File: config.mk
export PLATFORM = sky130hd
export DESIGN_NAME = cache_writeback_buffer_flat
export DESIGN_NICKNAME = d
export VERILOG_FILES = /design/src/rtl/lc3b_types.sv /design/src/rtl/cache_writeback_buffer_if.sv /design/src/rtl/cache_wb_match.sv /design/src/rtl/cache_writeback_buffer.sv /design/src/flat_wrapper.sv
export SDC_FILE = /design/constraint.sdc
export NUM_CORES = 1
export LEC_CHECK = 0
export ABC_AREA = 1
export BUFFER_PORTS_ARGS = -buffer_cell sky130_fd_sc_hd__buf_4
export CAP_MARGIN = 20
export CELL_PAD_IN_SITES_DETAIL_PLACEMENT = 1
export CELL_PAD_IN_SITES_GLOBAL_PLACEMENT = 2
export CORE_MARGIN = 2
export CORE_UTILIZATION = 33
export DETAILED_ROUTE_END_ITERATION = 6
export PLACE_DENSITY = 0.87
export SYNTH_ARGS = -nofsm -noshare
export SYNTH_HDL_FRONTEND = slang
export SYNTH_HIERARCHICAL = 1
export SYNTH_SLANG_ARGS = --single-unit
File: constraint.sdc
create_clock -name clk -period 11.4 [get_ports clk]
set_input_delay 1.14 -clock clk [delete_from_list [all_inputs] [get_ports clk]]
set_output_delay 1.14 -clock clk [all_outputs]
set_load 0.005 [all_outputs]
File: src/rtl/lc3b_types.sv
// rtl/lc3b_types.sv - shared LC-3b cache types and the victim entry record
//   lc3b_c_tag   : 9-bit cache tag
//   lc3b_c_index : 3-bit set index
//   lc3b_c_line  : 128-bit cache line
//   wb_entry     : one queued victim {tag, index, line}
//   wb_address   : physical byte address of a line from its tag and index
package lc3b_types;

  typedef logic [8:0]   lc3b_c_tag;
  typedef logic [2:0]   lc3b_c_index;
  typedef logic [127:0] lc3b_c_line;

  typedef struct packed {
    lc3b_c_tag   tag;
    lc3b_c_index index;
    lc3b_c_line  line;
  } wb_entry;

  function automatic logic [15:0] wb_address(input lc3b_c_tag tag, input lc3b_c_index index);
    return {tag, index, 4'b0000};
  endfunction

endpackage

File: src/rtl/cache_writeback_buffer_if.sv
// rtl/cache_writeback_buffer_if.sv - victim buffer bus: evict, pmem write and snoop groups
//   evict_*  : victim offer from the cache controller (valid/ready handshake)
//   pmem_*   : write request to physical memory, completed by one-cycle pmem_resp
//   snoop_*  : lookup of a pending miss against queued victims
//   empty    : no victims queued
//   master   : environment side (cache controller + physical memory)
//   slave    : the writeback buffer
interface cache_writeback_buffer_if;
  import lc3b_types::*;

  logic        evict_valid;
  logic        evict_ready;
  lc3b_c_tag   evict_tag;
  lc3b_c_index evict_index;
  lc3b_c_line  evict_line;

  logic        pmem_write;
  logic [15:0] pmem_address;
  lc3b_c_line  pmem_wdata;
  logic        pmem_resp;

  lc3b_c_tag   snoop_tag;
  lc3b_c_index snoop_index;
  logic        snoop_hit;
  lc3b_c_line  snoop_line;

  logic        empty;

  modport master (
    output evict_valid, evict_tag, evict_index, evict_line, pmem_resp, snoop_tag, snoop_index,
    input  evict_ready, pmem_write, pmem_address, pmem_wdata, snoop_hit, snoop_line, empty
  );

  modport slave (
    input  evict_valid, evict_tag, evict_index, evict_line, pmem_resp, snoop_tag, snoop_index,
    output evict_ready, pmem_write, pmem_address, pmem_wdata, snoop_hit, snoop_line, empty
  );

endinterface

File: src/rtl/cache_wb_match.sv
// rtl/cache_wb_match.sv - youngest-match search over the queued victims
//   entries : storage array, indexed by slot
//   head    : slot of the oldest valid entry
//   count   : number of valid entries starting at head
//   tag/index : lookup key
//   hit     : at least one valid entry matches tag and index
//   line    : line of the youngest matching entry (0 when no hit)
module cache_wb_match
  import lc3b_types::*;
#(
  parameter int DEPTH = 2
) (
  input  wb_entry                    entries [DEPTH],
  input  logic [$clog2(DEPTH)-1:0]   head,
  input  logic [$clog2(DEPTH):0]     count,
  input  lc3b_c_tag                  tag,
  input  lc3b_c_index                index,
  output logic                       hit,
  output lc3b_c_line                 line
);

  localparam int PW = $clog2(DEPTH);
  localparam int CW = PW + 1;

  logic [PW-1:0] slot;

  // Walk from oldest to youngest by age; a later match overwrites an earlier
  // one, so the youngest match is what remains.
  always_comb begin
    hit  = 1'b0;
    line = '0;
    slot = '0;
    for (int k = 0; k < DEPTH; k++) begin
      slot = head + PW'(k);
      if ((CW'(k) < count) && (entries[slot].tag == tag) && (entries[slot].index == index)) begin
        hit  = 1'b1;
        line = entries[slot].line;
      end
    end
  end

endmodule

File: src/rtl/cache_writeback_buffer.sv
// rtl/cache_writeback_buffer.sv - victim writeback FIFO draining dirty lines to pmem
//   clk   : clock, all state on posedge
//   reset : synchronous active-high reset
//   bus   : cache_writeback_buffer_if.slave (evict, pmem and snoop groups, empty)
//   DEPTH : number of victim entries, power of two, >= 2
//   CACHE_WB_SNOOP_EN : when defined, builds the snoop search; otherwise snoop outputs are 0
module cache_writeback_buffer
  import lc3b_types::*;
#(
  parameter int DEPTH = 2
) (
  input  logic                     clk,
  input  logic                     reset,
  cache_writeback_buffer_if.slave  bus
);

  localparam int PW = $clog2(DEPTH);
  localparam int CW = PW + 1;

  typedef enum logic {
    S_IDLE,
    S_WRITE
  } state_e;

  state_e        state_q, state_d;
  logic [PW-1:0] head_q, head_d;
  logic [PW-1:0] tail_q, tail_d;
  logic [CW-1:0] count_q, count_d;
  wb_entry       mem_q [DEPTH];
  wb_entry       mem_d [DEPTH];

  logic evict_ready;
  logic push;
  logic pop;

  // Ready looks only at the registered count, so a pop this cycle never
  // frees room for this cycle's offer.
  assign evict_ready = (count_q < CW'(DEPTH));
  assign push        = bus.evict_valid && evict_ready;
  assign pop         = (state_q == S_WRITE) && bus.pmem_resp;

  always_comb begin
    state_d = state_q;
    head_d  = head_q;
    tail_d  = tail_q;
    mem_d   = mem_q;

    case (state_q)
      S_IDLE:  if (count_q != '0) state_d = S_WRITE;
      S_WRITE: if (bus.pmem_resp) state_d = S_IDLE;
      default: state_d = S_IDLE;
    endcase

    if (push) begin
      mem_d[tail_q] = '{tag: bus.evict_tag, index: bus.evict_index, line: bus.evict_line};
      tail_d        = tail_q + PW'(1);
    end
    if (pop) begin
      head_d = head_q + PW'(1);
    end

    count_d = count_q + CW'(push) - CW'(pop);
  end

  always_ff @(posedge clk) begin
    if (reset) begin
      state_q <= S_IDLE;
      head_q  <= '0;
      tail_q  <= '0;
      count_q <= '0;
    end else begin
      state_q <= state_d;
      head_q  <= head_d;
      tail_q  <= tail_d;
      count_q <= count_d;
    end
  end

  // Entry payloads need no reset; validity is carried by head/count.
  always_ff @(posedge clk) begin
    mem_q <= mem_d;
  end

  assign bus.evict_ready  = evict_ready;
  assign bus.pmem_write   = (state_q == S_WRITE);
  assign bus.pmem_address = wb_address(mem_q[head_q].tag, mem_q[head_q].index);
  assign bus.pmem_wdata   = mem_q[head_q].line;
  assign bus.empty        = (count_q == '0);

`ifdef CACHE_WB_SNOOP_EN
  cache_wb_match #(.DEPTH(DEPTH)) u_match (
    .entries (mem_q),
    .head    (head_q),
    .count   (count_q),
    .tag     (bus.snoop_tag),
    .index   (bus.snoop_index),
    .hit     (bus.snoop_hit),
    .line    (bus.snoop_line)
  );
`else
  // Without snoop the controller must wait for empty before any fill.
  logic unused_snoop;
  assign unused_snoop   = ^{bus.snoop_tag, bus.snoop_index};
  assign bus.snoop_hit  = 1'b0;
  assign bus.snoop_line = '0;
`endif

endmodule

File: src/flat_wrapper.sv
// flat-port wrapper written by rule: the top's interface ports become plain ports
module cache_writeback_buffer_flat import lc3b_types::*;
#(
  parameter int DEPTH = 2
)
  (clk, reset, bus_evict_valid, bus_evict_tag, bus_evict_index, bus_evict_line, bus_pmem_resp, bus_snoop_tag, bus_snoop_index, bus_evict_ready, bus_pmem_write, bus_pmem_address, bus_pmem_wdata, bus_snoop_hit, bus_snoop_line, bus_empty);
  cache_writeback_buffer_if bus_i ();
  input  logic clk;
  input  logic reset;
  input wire logic [$bits(bus_i.evict_valid)-1:0] bus_evict_valid;
  input wire logic [$bits(bus_i.evict_tag)-1:0] bus_evict_tag;
  input wire logic [$bits(bus_i.evict_index)-1:0] bus_evict_index;
  input wire logic [$bits(bus_i.evict_line)-1:0] bus_evict_line;
  input wire logic [$bits(bus_i.pmem_resp)-1:0] bus_pmem_resp;
  input wire logic [$bits(bus_i.snoop_tag)-1:0] bus_snoop_tag;
  input wire logic [$bits(bus_i.snoop_index)-1:0] bus_snoop_index;
  output wire logic [$bits(bus_i.evict_ready)-1:0] bus_evict_ready;
  output wire logic [$bits(bus_i.pmem_write)-1:0] bus_pmem_write;
  output wire logic [$bits(bus_i.pmem_address)-1:0] bus_pmem_address;
  output wire logic [$bits(bus_i.pmem_wdata)-1:0] bus_pmem_wdata;
  output wire logic [$bits(bus_i.snoop_hit)-1:0] bus_snoop_hit;
  output wire logic [$bits(bus_i.snoop_line)-1:0] bus_snoop_line;
  output wire logic [$bits(bus_i.empty)-1:0] bus_empty;
  assign bus_i.evict_valid = bus_evict_valid;
  assign bus_i.evict_tag = bus_evict_tag;
  assign bus_i.evict_index = bus_evict_index;
  assign bus_i.evict_line = bus_evict_line;
  assign bus_i.pmem_resp = bus_pmem_resp;
  assign bus_i.snoop_tag = bus_snoop_tag;
  assign bus_i.snoop_index = bus_snoop_index;
  assign bus_evict_ready = bus_i.evict_ready;
  assign bus_pmem_write = bus_i.pmem_write;
  assign bus_pmem_address = bus_i.pmem_address;
  assign bus_pmem_wdata = bus_i.pmem_wdata;
  assign bus_snoop_hit = bus_i.snoop_hit;
  assign bus_snoop_line = bus_i.snoop_line;
  assign bus_empty = bus_i.empty;
  cache_writeback_buffer #(.DEPTH(DEPTH)) u_core (.clk(clk), .reset(reset), .bus(bus_i));
endmodule
### Word-level counts from Yosys, hierarchy flattened

Cells that the tools add are included.
Widths: inputs -> output; s select.

| word-level totals | value |
|---|---|
| bits in registers | 285 |
| latch bits | 0 |
| bits in writable memories | 0 |
| ROM bits | 0 |
| word-level logic and storage cells | 35 |
| memories kept | 0 |

| operators by class | value |
|---|---|
| $add $sub $neg | 4 |
| multipliers | 0 |
| divide/modulo/power cells | 0 |
| order comparisons | 4 |
| eq/ne operators | 0 |
| shifts and indexed selects | 0 |
| multiplexer cells | 9 |
| bitwise logic cells | 3 |
| reductions and logical operators | 5 |

Operators with widths:

| cell | count |
|---|---|
| $mux 140 | 4 |
| $bwmux 280 | 1 |
| $demux 140 s1 | 1 |
| $ge 2x2->1 const B | 2 |
| $not 1->2 | 2 |
| $logic_and 1x1->1 | 3 |
| $add 1x1->1 const B | 2 |
| $add 2x1->2 | 1 |
| $logic_not 2->1 | 1 |
| $lt 2x1->1 const B | 1 |
| $lt 2x2->1 const B | 1 |
| $mux 1 | 2 |
| $pmux 1 s2 | 1 |
| $reduce_bool 2->1 | 1 |
| $sub 2x1->2 | 1 |
| $not 1->1 | 1 |

### Logic depth before layout (Yosys ltp)

| logic depth | value |
|---|---|
| word-level depth | 6 |
| mapped depth | 8 |
| gate-level depth less buffers | 8 |

### Worst setup path after synthesis

OpenSTA, ideal clock, no wires.

| timing | value |
|---|---|
| path type | input -> register |
| from | in bus_evict_valid |
| to | reg u_core/mem_q[0] (netlist name) (enable) |
| setup time | 642 ps |
| arrival time | 7,078 ps |
| path slack | 3,679 ps |
| stages | 2 |
| cells stage by stage | nand2_1 > nor2_1 |

| between the ends | value |
|---|---|
| word-level cells in the longest chain between the ends | 1 |

RTL lines:

| what | RTL line | RTL |
|---|---|---|
| from (decl) | flat_wrapper.sv:10 | `input wire logic [$bits(bus_i.evict_valid)-1:0] bus_evict_valid;` |
| $logic_and 1x1->1 | cache_writeback_buffer.sv:39 | `assign push = bus.evict_valid && evict_ready;` |
| to (signal assigned) | cache_writeback_buffer.sv:81 | `mem_q <= mem_d;` |
| to (decl) | cache_writeback_buffer.sv:29 | `wb_entry mem_q [DEPTH];` |

Every way passes these cells.
A chain may end at the register's enable or synchronous reset.

### Final worst setup path

| timing | value |
|---|---|
| from | reg u_core.head_q |
| to | out bus_pmem_wdata[46] |

| between the ends | value |
|---|---|
| word-level cells in the longest chain between the ends | 4 |

RTL lines:

| what | RTL line | RTL |
|---|---|---|
| from (decl) | cache_writeback_buffer.sv:26 | `logic [PW-1:0] head_q, head_d;` |
| from (signal assigned) | cache_writeback_buffer.sv:68 | `head_q <= '0;` |
| from (signal assigned) | cache_writeback_buffer.sv:73 | `head_q <= head_d;` |
| $not 1->2 (not written as such) | cache_writeback_buffer.sv:87 | `assign bus.pmem_wdata = mem_q[head_q].line;` |
| $mux 140 (3 in series) | -- |  |
| to (decl) | flat_wrapper.sv:20 | `output wire logic [$bits(bus_i.pmem_wdata)-1:0] bus_pmem_wdata;` |

Every way passes these cells. The select of a mux whose other input is x is not followed.

==> results.yml <==
grt:
  first_global_vias: 7336
  grt_util_met3: 0.05608
  gr-total-overflow: 0
  grt_max_degree: 76
  grt_pass1_wl_mm: 40.71
  globalRouteMet2Util: 0.2632
  gr-usage-met1: 0.1569
  busiest_layer: "met2"
  grt_use_total: 0.1464
  antenna_found_initial: 2
sta:
  setup_viol_count_final: 0
  max_slew_margin: 0.3065
  hold_ws_ns: 0.5703
  hold_viol: 0
  fin_skew_ns: 0.02072
  worstMarginPinSlew_ns: 1.038
  period_minus_slack_ns: 4.108
  drv_slew: 0
  finalSetupTns_ns: 0
  fmax_mhz: 243.4
  rsz0062_at_grt: "false"
  timing.final.crit_share: 0.3604
worst_setup_path:
  end_kind: "output port"
  worst-path-max-fanout: 75
  cp.required_ns: 10.26
  crit_path_start_kind: "flop"
  arrival_ns: 2.97
  setup.worst_path.class: "flop to output port"
floorplan:
  coreArea_sq_um: 34370
  die_area_sq_um: 36160
  die_y_um: 190.2
  initial_core_util: 0.3327
  dieWidth_um: 190.2
  ios: 432
  num_rows: 68
synthesis:
  seq_area_frac_synth: 0.7440
  syn_avg_cell_area_sq_um: 12.73
  syn_inst: 898
  synth_area_sq_um: 11440
  yosys_register_bits: 285
  ys_types: 16
  yosys_warnings: 6
finish:
  final_common_cell: "nand2_1"
  regArea_sq_um: 8512
  syn2layout_area_growth_pct: 27.74
  drive_gt1_frac: 0.2830
  multi_input_area_sq_um: 2191
  final_cell_mix: "nand2_1 (424), buf_4 (293), edfxtp_1 (280), conb_1 (133), clkbuf_16 (35)"
  nFillCells: 3680
  final_cell_area_sq_um: 14610
  finalNetCount: 1352
place:
  dp_hpwl_mm: 17.56
  gp_congestion: 0.7040
  place_area_sq_um: 13500
  io_buffers: 286
run:
  max_cap_violations: 0
route:
  first_iter_violations: 287
  drc: 0
  ant_nets: 0
  dr.pass1.iters: 4
  totalWireLength_mm: 27.09
  detail_route.vias_per_cell: 4.184
  routedWlPerCell_um: 16.16
  vias: 7012
power_and_ir_drop:
  p_leak_nw: 6.303
  ir_worst_vdd_mv: 0.1404
  p_per_area_nw_per_um2: 209.7
clock_tree:
  htree_levels: 2
  cts_buffers: 34
  post_cts_buffers: 0
  cts_sinks: 285
  cts_tree: "built"
  post_cts_hold_buffer_count: 0
  cts_resized: 0
  clockRootBuffer: "clkbuf_16"
  clk_latency_ns: 0.50
  cts_buffer_depth: 3
  clk_pin_slew_ns: 0.06
hold_path:
  hold_class: "flop to flop"
outcome:
  outcome: "complete, no violations"
[cells in the mapped netlist]
library cell	count	area, sq um
xor2_1	1	8.760
nor3_1	3	15.01
dfxtp_1	5	100.1
nand2_1	424	1592
conb_1	1	3.750
buf_4	135	1013
ha_1	1	12.51
nor2_1	5	18.77
a21oi_1	3	15.01
inv_4	1	6.260
edfxtp_1	280	8408
o21ai_1	1	5.000
buf_2	20	100.1
buf_6	9	101.4
inv_1	7	26.28
nand3_1	2	10.01
[worst max-delay path, stage by stage, from the launching register on]
cell     delay, ns
dfxtp_4       0.50
inv_4         0.63
buf_4         0.75
nand2_1       0.17
nand2_1       0.12
buf_4         0.11
[report_power, final]
part	total (mW)	internal [mW]	switching (mW)
combinational	0.639	0.275	0.364
clock	1.06	0.651	0.409
sequential	1.36	1.32	0.0459
total	3.06	2.24	0.819
[routing by layer]
layer	share of wire	vias to the layer above
met5	0	-
met4	0.026	0
met3	0.095	39
met2	0.52	300
met1	0.36	3359
li1	-	3314
[area by class of cell]
class                           instances  share of cell area
Tap cell                              455             0.03897
Clock inverter                         20             0.01396
Sequential cell                       285              0.5827
Timing Repair Buffer                  293              0.1506
Multi-Input combinational cell        573              0.1500
Inverter                                8            0.002227
Clock buffer                           40             0.06124
Antenna cell                            2           0.0003426
[worst paths after layout]
| check | slack (ns) | from | endpoint | cells after the start |
|---|---|---|---|---|
| worst min-delay path | 0.57 | u_core/count_q[0] | u_core/bus.pmem_write | 2 |
| worst max-delay path | 7.29 | u_core/head_q | bus_pmem_wdata[46] | 5 |
| worst max register to register | 8.65 | u_core/count_q[1] | u_core/mem_q[26] | 4 |
| worst min register to register | 0.57 | u_core/count_q[0] | u_core/bus.pmem_write | 2 |
[through the flow]
step,util,setup slack (ns),total power [mW],std cells
after detailed placement,0.3929,7.728,2.041,1614
after global placement,0.3929,7.761,2.016,1614
after floorplan,-,3.679,1.719,1030
final,0.4250,7.292,3.063,1676
after CTS,0.4248,7.178,3.117,1674
after global routing,0.4250,7.010,3.232,1676
[cells by family (layout without fill, tap and decap cells)]
family / Yosys count / in the layout / share of synthesized area
and+or+nand+nor: 434 / 434 / 0.1430
DFF: 285 / 285 / 0.7440
buffers and inverters: 172 / 361 / 0.1091
AOI/OAI and AO/OA: 4 / 4 / 0.001750
adders and majority gates: 1 / 1 / 0.001094
other: 1 / 135 / 0.0003279
xor gates and xnor gates: 1 / 1 / 0.0007660
[sequential cells by signal, indices dropped and copies added, names as in the netlist]
| register | flops |
|---|---|
| u_core/tail_q | 1 |
| u_core/bus.pmem_write | 1 |
| u_core/mem_q | 280 |
| u_core/count_q | 2 |
| u_core/head_q | 1 |
Power figures use the tool's default switching activity.
